`config.mk`:
```
export PLATFORM = sky130hd
export DESIGN_NAME = page_scrambler_ctrl
export DESIGN_NICKNAME = d
export VERILOG_FILES = /design/src/rtl/page_scrambler_ctrl_pkg.sv /design/src/rtl/page_scrambler_ctrl_lfsr8.sv /design/src/rtl/page_scrambler_ctrl.sv
export SDC_FILE = /design/constraint.sdc
export NUM_CORES = 1
export LEC_CHECK = 0
export BUFFER_PORTS_ARGS = -buffer_cell sky130_fd_sc_hd__buf_2
export CAP_MARGIN = 20
export CORE_MARGIN = 8
export CORE_UTILIZATION = 55
export DETAILED_ROUTE_END_ITERATION = 12
export PLACE_DENSITY = 0.8
export SYNTH_ARGS = -nofsm -noshare
export SYNTH_HDL_FRONTEND = slang
export SYNTH_SLANG_ARGS = --single-unit
```
`constraint.sdc`:
```
create_clock -name iClock -period 2.97 [get_ports iClock]
set_clock_uncertainty 0.05 [all_clocks]
set_input_delay 0.297 -clock iClock [delete_from_list [all_inputs] [get_ports iClock]]
set_output_delay 0.297 -clock iClock [all_outputs]
set_load 0.01 [all_outputs]
```
`src/rtl/page_scrambler_ctrl_pkg.sv`:
```
// page_scrambler_ctrl_pkg: state encoding and constants shared by the page scrambler sequencer
package page_scrambler_ctrl_pkg;
  typedef enum logic [1:0] {IDLE, RUN, DRAIN, DONE} state_t;
  localparam int LEN_W_DEFAULT = 14;
  localparam logic [7:0] BYPASS_KEY = 8'h00;
endpackage

```
`src/rtl/page_scrambler_ctrl_lfsr8.sv`:
```
// page_scrambler_ctrl_lfsr8: 9-bit-state LFSR producing the 8-bit scrambling key
module page_scrambler_ctrl_lfsr8 (
  input  logic       iClock,
  input  logic       iReset,
  input  logic [7:0] iSeed,
  input  logic       iSeedEnable,
  input  logic       iShiftEnable,
  output logic [7:0] oData
);
  logic [8:0] r;
  always_ff @(posedge iClock)
    if (iReset) r <= '0;
    else if (iSeedEnable) r <= {iSeed, iSeed[0] ^ iSeed[4] ^ iSeed[5] ^ iSeed[6]};
    else if (iShiftEnable) r <= {r[7:0], r[0] ^ r[4] ^ r[5] ^ r[6] ^ r[8]};
  assign oData = r[7:0];
endmodule

```
`src/rtl/page_scrambler_ctrl.sv`:
```
// page_scrambler_ctrl: per-page LFSR scramble/descramble sequencer between channel and page buffer
module page_scrambler_ctrl
  import page_scrambler_ctrl_pkg::*;
#(
  parameter int LEN_W = LEN_W_DEFAULT
) (
  input  logic             iClock,
  input  logic             iReset,
  input  logic             iCmdValid,
  output logic             oCmdReady,
  input  logic [7:0]       iCmdSeed,
  input  logic [LEN_W-1:0] iCmdLength,
  input  logic             iCmdBypass,
  input  logic             iAbort,
  input  logic             iDataValid,
  output logic             oDataReady,
  input  logic [7:0]       iData,
  output logic             oDataValid,
  input  logic             iDataReady,
  output logic [7:0]       oData,
  output logic             oDataLast,
  output logic             oBusy,
  output logic             oDone,
  output logic             oDoneAborted
);
  state_t state, state_nx;
  logic [LEN_W-1:0] remaining;
  logic [7:0] key;
  logic bypass, aborted, cmd_acc, in_acc, consume, abort_act, final_acc;

  page_scrambler_ctrl_lfsr8 u_lfsr (
    .iClock      (iClock),
    .iReset      (iReset),
    .iSeed       (iCmdSeed),
    .iSeedEnable (cmd_acc),
    .iShiftEnable(in_acc),
    .oData       (key)
  );

  assign oCmdReady    = state == IDLE && !iReset;
  assign cmd_acc      = iCmdValid && oCmdReady;
  assign abort_act    = iAbort && (state == RUN || state == DRAIN);
  // abort wins over a same-cycle byte, so the input handshake is withheld
  assign oDataReady   = state == RUN && !iAbort && (!oDataValid || iDataReady);
  assign in_acc       = iDataValid && oDataReady;
  assign consume      = oDataValid && iDataReady;
  assign final_acc    = in_acc && remaining == LEN_W'(1);
  assign oBusy        = state != IDLE;
  assign oDone        = state == DONE;
  assign oDoneAborted = oDone && aborted;

  always_comb begin
    state_nx = state;
    unique case (state)
      IDLE:    state_nx = cmd_acc ? (iCmdLength == '0 ? DONE : RUN) : IDLE;
      RUN:     state_nx = abort_act ? DONE : final_acc ? DRAIN : RUN;
      DRAIN:   state_nx = (abort_act || consume) ? DONE : DRAIN;
      default: state_nx = IDLE;
    endcase
  end

  always_ff @(posedge iClock) begin
    if (iReset) begin
      state      <= IDLE;
      remaining  <= '0;
      bypass     <= 1'b0;
      aborted    <= 1'b0;
      oDataValid <= 1'b0;
      oData      <= '0;
      oDataLast  <= 1'b0;
    end else begin
      state <= state_nx;
      if (cmd_acc) begin
        remaining <= iCmdLength;
        bypass    <= iCmdBypass;
        aborted   <= 1'b0;
      end else if (in_acc) begin
        remaining <= remaining - LEN_W'(1);
      end
      if (abort_act) begin
        aborted    <= 1'b1;
        oDataValid <= 1'b0;
        oData      <= '0;
        oDataLast  <= 1'b0;
      end else if (in_acc) begin
        oDataValid <= 1'b1;
        oData      <= iData ^ (bypass ? BYPASS_KEY : key);
        oDataLast  <= final_acc;
      end else if (consume) begin
        oDataValid <= 1'b0;
      end
    end
  end
endmodule

```
==> results.txt <==
----------------------------------------------------
[Drt]
  Final antenna-violating net count ... 0
  Routed wire length ... 4767 µm
  Wire length per cell ... ~14 µm
  Total iterations of the first detailed-routing run ... 4
  Number of vias after detailed routing ... 1,898
  DRC violations left ... 0
  Number of DRC markers after the initial detailed-route iteration ... 100
  Via density per instance ... ~5.7

[Clocking]
  # Post-CTS Setup Buffers ... 0
  Buffer depth of the longest clock path ... 2
  CTS Hold Buffers Added ... 0
  Clock latency on the worst-skew pair ... 0.28 ns
  TritonCTS clock tree ... done
  Clock sinks ... 37
  Clock-pin transition on the worst setup and hold timing paths ... 0.08 ns
  CTS H-Tree Depth ... 2
  Clock buffers created by TritonCTS ... 5
  Post-cts gate resize count ... 0
  Root cell of the clock tree ... sky130_fd_sc_hd__clkbuf_8

[Layout]
  Nets ... approximately 330
  Count of placed standard cells in the final layout, fillers left out ... about 330
  Commonest non-fill, non-tap cell in the layout ... sky130_fd_sc_hd__buf_2
  Antenna diodes ... 0
  Fraction of the core area covered by cells at the end of the flow ... between 60 and 70%
  Proportion of layout cells with a drive suffix above 1 ... 24.13%
  Synth-to-Final Area Change ... 19.86%
  Top library cells by usage in the layout, fill and taps aside ... 51 x sky130_fd_sc_hd__buf_2, 37 x sky130_fd_sc_hd__dfxtp_1, 34 x sky130_fd_sc_hd__nor2_1, 18 x sky130_fd_sc_hd__nand2_1, 16 x sky130_fd_sc_hd__a311oi_1

[Global route]
  Wire length of the first global-routing pass ... 8197 µm
  Number of antenna violations at the first check in global routing ... 0
  Combined global-route utilization of all metal layers ... approximately 16%
  Via count of the first global-routing pass ... 1,846
  Pin count of the biggest net entering global routing ... slightly below 50
  GRT Residual Overflow ... 0

[Power and ir drop]
  Sequential fraction of design power ... a little over two fifths
  Logic gate share of total power ... 16.7%
  Power share of the clock group ... 39.4%
  Cell internal power dissipation ... just under 1 mW
  Leakage power of the design ... 0.9664 nW
  Total power density per cell area ... 528.8 nW/µm²
  Largest voltage drop on the vdd net ... 0.3405 mV
  Switching fraction of total power ... 24.86%
  Net switching power ... between 0.3 and 0.4 mW

[Timing]
  Min cycle time layout ... 2.202 ns
  Slew @ Worst Pin ... between 0.5 and 0.6 ns
  Aggregate negative setup slack ... 0 ns
  Unrepaired setup endpoints after global routing ... false
  Final setup violating endpoints ... 0
  Headroom to the max-slew limit ... 65.52%
  Crit share post-route ... 74.13%
  Fin. Hold Viols ... 0
  Setup slack of the critical path after layout ... 0.7684 ns
  Max-slew violations ... 0
  Maximum achievable frequency ... 454.2 MHz
  Worst hold slack ... 0.2259 ns

[Place]
  Quantity of I/O buffers inserted on ports ... 51
  Final RePlAce weighted congestion ... 0.8120
  Worst-case setup slack after placement ... 0.8234 ns
  Instance count after placement with tap cells included ... 326
  HPWL after detailed placement ... roughly 3600 µm

[Critical path]
  Classification of the worst setup path ... reg -> reg
  Reg-to-reg slack, setup ... 0.77 ns
  Worst r2r path cells ... 7
  Crit Reg-Reg Endpoint ... remaining[9]$_SDFFE_PP0P_
  Critical-path maximum fanout ... 12
  Worst path cell trace ... inv_1, ha_1, nor2b_1, buf_4, nand4_2, or4_1, a311oi_1
  Critical path arrival ... 2.33 ns
  Critical path data required time ... 3.09 ns
  Largest stage delay on the critical path ... 0.55 ns
  Worst setup EP type ... flop
  Kind of launch point of the worst setup path ... flop
  Crit path max-delay cell type ... sky130_fd_sc_hd__or4_1
  Worst reg2reg path startpoint ... state[1]$_SDFF_PP0_

[Floorplan]
  Chip Height ... 76.73 µm
  Initial Util ... 56.25%
  Floorplan die area ... 5887 µm²
  Row count ... 22
  Die width ... roughly 77 µm
  Top-Level Pins ... 52
  Core ar. ... 3606 µm²

[Synthesis]
  Number of register bits inferred by synthesis ... 37
  Netlist area before placement ... roughly 2000 µm²
  Distinct cell type count of the synthesized netlist ... 43
  Mean cell area of the mapped netlist ... 8.451 µm²
  Post-synthesis cell count ... 240
  Sequential share of the synthesized area ... ~37%
  Net count of the mapped netlist ... 283
  Number of synthesis warnings ... 0

[Worst hold path]
  Hold Crit Endpoint ... bypass$_SDFFE_PP0N_
  Worst hold path class ... in -> reg
  Number of cells traversed by the worst hold path ... 3
  Hold path startpoint ... iCmdBypass

[Status]
  Status ... completed

[Job]
  Max-capacitance violation count ... 0

----------------------------------------------------
## power by group through the flow
stage	clock, mW	combinational, mW	sequential, mW
4_1_cts	0.515	0.215	0.563
5_1_grt	0.534	0.241	0.569
6_report	0.507	0.215	0.564
3_5_place_dp	0	0.214	0.574
3_3_place_gp	0	0.210	0.573
2_1_floorplan	0	0.152	0.568
## metrics by stage
step | instance area [µm²] | total power [mW]
final | 2431 | 1.285
after CTS | 2431 | 1.294
after global routing | 2431 | 1.344
after detailed placement | 2297 | 0.7879
after global placement | 2297 | 0.7832
after floorplan | 2028 | 0.7201
## synth_stat cells, drive strengths merged
master	count	area share, %
buf	8	2.1
nor3	4	0.99
o31ai	3	1.1
a31oi	4	1.2
xnor2	14	6.0
a32o	1	0.49
o21ai	6	1.5
a22o	1	0.43
nand3	4	0.99
a21oi	3	0.74
a311oi	16	6.9
nor2	34	6.3
nor3b	1	0.62
mux2i	1	0.49
dfxtp	37	37
nand4	5	1.9
nor4bb	1	0.49
clkbuf	9	1.7
xor2	5	2.2
nor2b	9	2.8
a21o	1	0.37
or2	2	0.62
nand3b	2	0.74
and3	1	0.31
and2	2	0.62
o41ai	2	0.86
ha	6	3.7
nand2b	1	0.31
o21bai	1	0.37
or3	7	2.7
a211oi	13	4.8
or4b	1	0.49
or4	6	2.2
a22oi	1	0.37
nand2	18	3.3
inv	8	1.5
nor4	2	1.4
## registers in the layout, indices dropped and copies added, names as in the netlist
name,cells
aborted,1
bypass,1
oData,8
oDataLast,1
oDataValid,1
remaining,14
state,2
u_lfsr.r,9
## layer usage
layer	vias to the layer above	global-route usage, %	wire, µm	part of all wire [%]
li1	969	-	-	-
met1	877	18.27	2164	45
met2	47	28.46	2268	48
met3	5	5.361	287	6.0
met4	0	5.962	47	0.99
met5	-	0	0	0
## how the worst max path moves through the flow
| stage | start | endpoint | cells after the start | slack (ns) |
|---|---|---|---|---|
| final | state[1]$_SDFF_PP0_ | remaining[9]$_SDFFE_PP0P_ | 7 | 0.77 |
| after floorplan | state[1]$_SDFF_PP0_ | remaining[9]$_SDFFE_PP0P_ | 8 | 1.07 |
| after global routing | state[1]$_SDFF_PP0_ | remaining[9]$_SDFFE_PP0P_ | 7 | 0.56 |
| after CTS | state[1]$_SDFF_PP0_ | remaining[9]$_SDFFE_PP0P_ | 7 | 0.78 |
| after detailed placement | state[1]$_SDFF_PP0_ | remaining[9]$_SDFFE_PP0P_ | 7 | 0.82 |
| after global placement | state[1]$_SDFF_PP0_ | remaining[11]$_SDFFE_PP0P_ | 7 | 0.96 |
## area by class of cell
class | instances | area, µm²
multi-input cells | 178 | 1181
fillers | 331 | 1175
flip-flops and latches | 37 | 740.7
repair buffers | 55 | 285.3
clock buffers | 5 | 68.82
clock inverters | 3 | 65.06
well taps | 48 | 60.06
inverters | 8 | 30.03
## logic make-up (layout without fill, tap and decap cells)
group	count (synthesis)	in the layout	share of synthesized area, %
simple gates	100	100	26.65
compound gates	52	52	19.19
flops	37	37	36.52
buf+inv	25	71	5.244
xor+xnor	19	19	8.205
fa+ha+maj	6	6	3.701
mux	1	1	0.4935
## critical path, delay by kind of cell (launching register included)
family | cells | cell delay, ns
compound gates | 1 | 0.33
flops | 1 | 0.34
fa+ha+maj | 1 | 0.20
simple gates | 3 | 0.93
buf+inv | 2 | 0.26
Note: power is estimated with default switching activity, not from simulation.
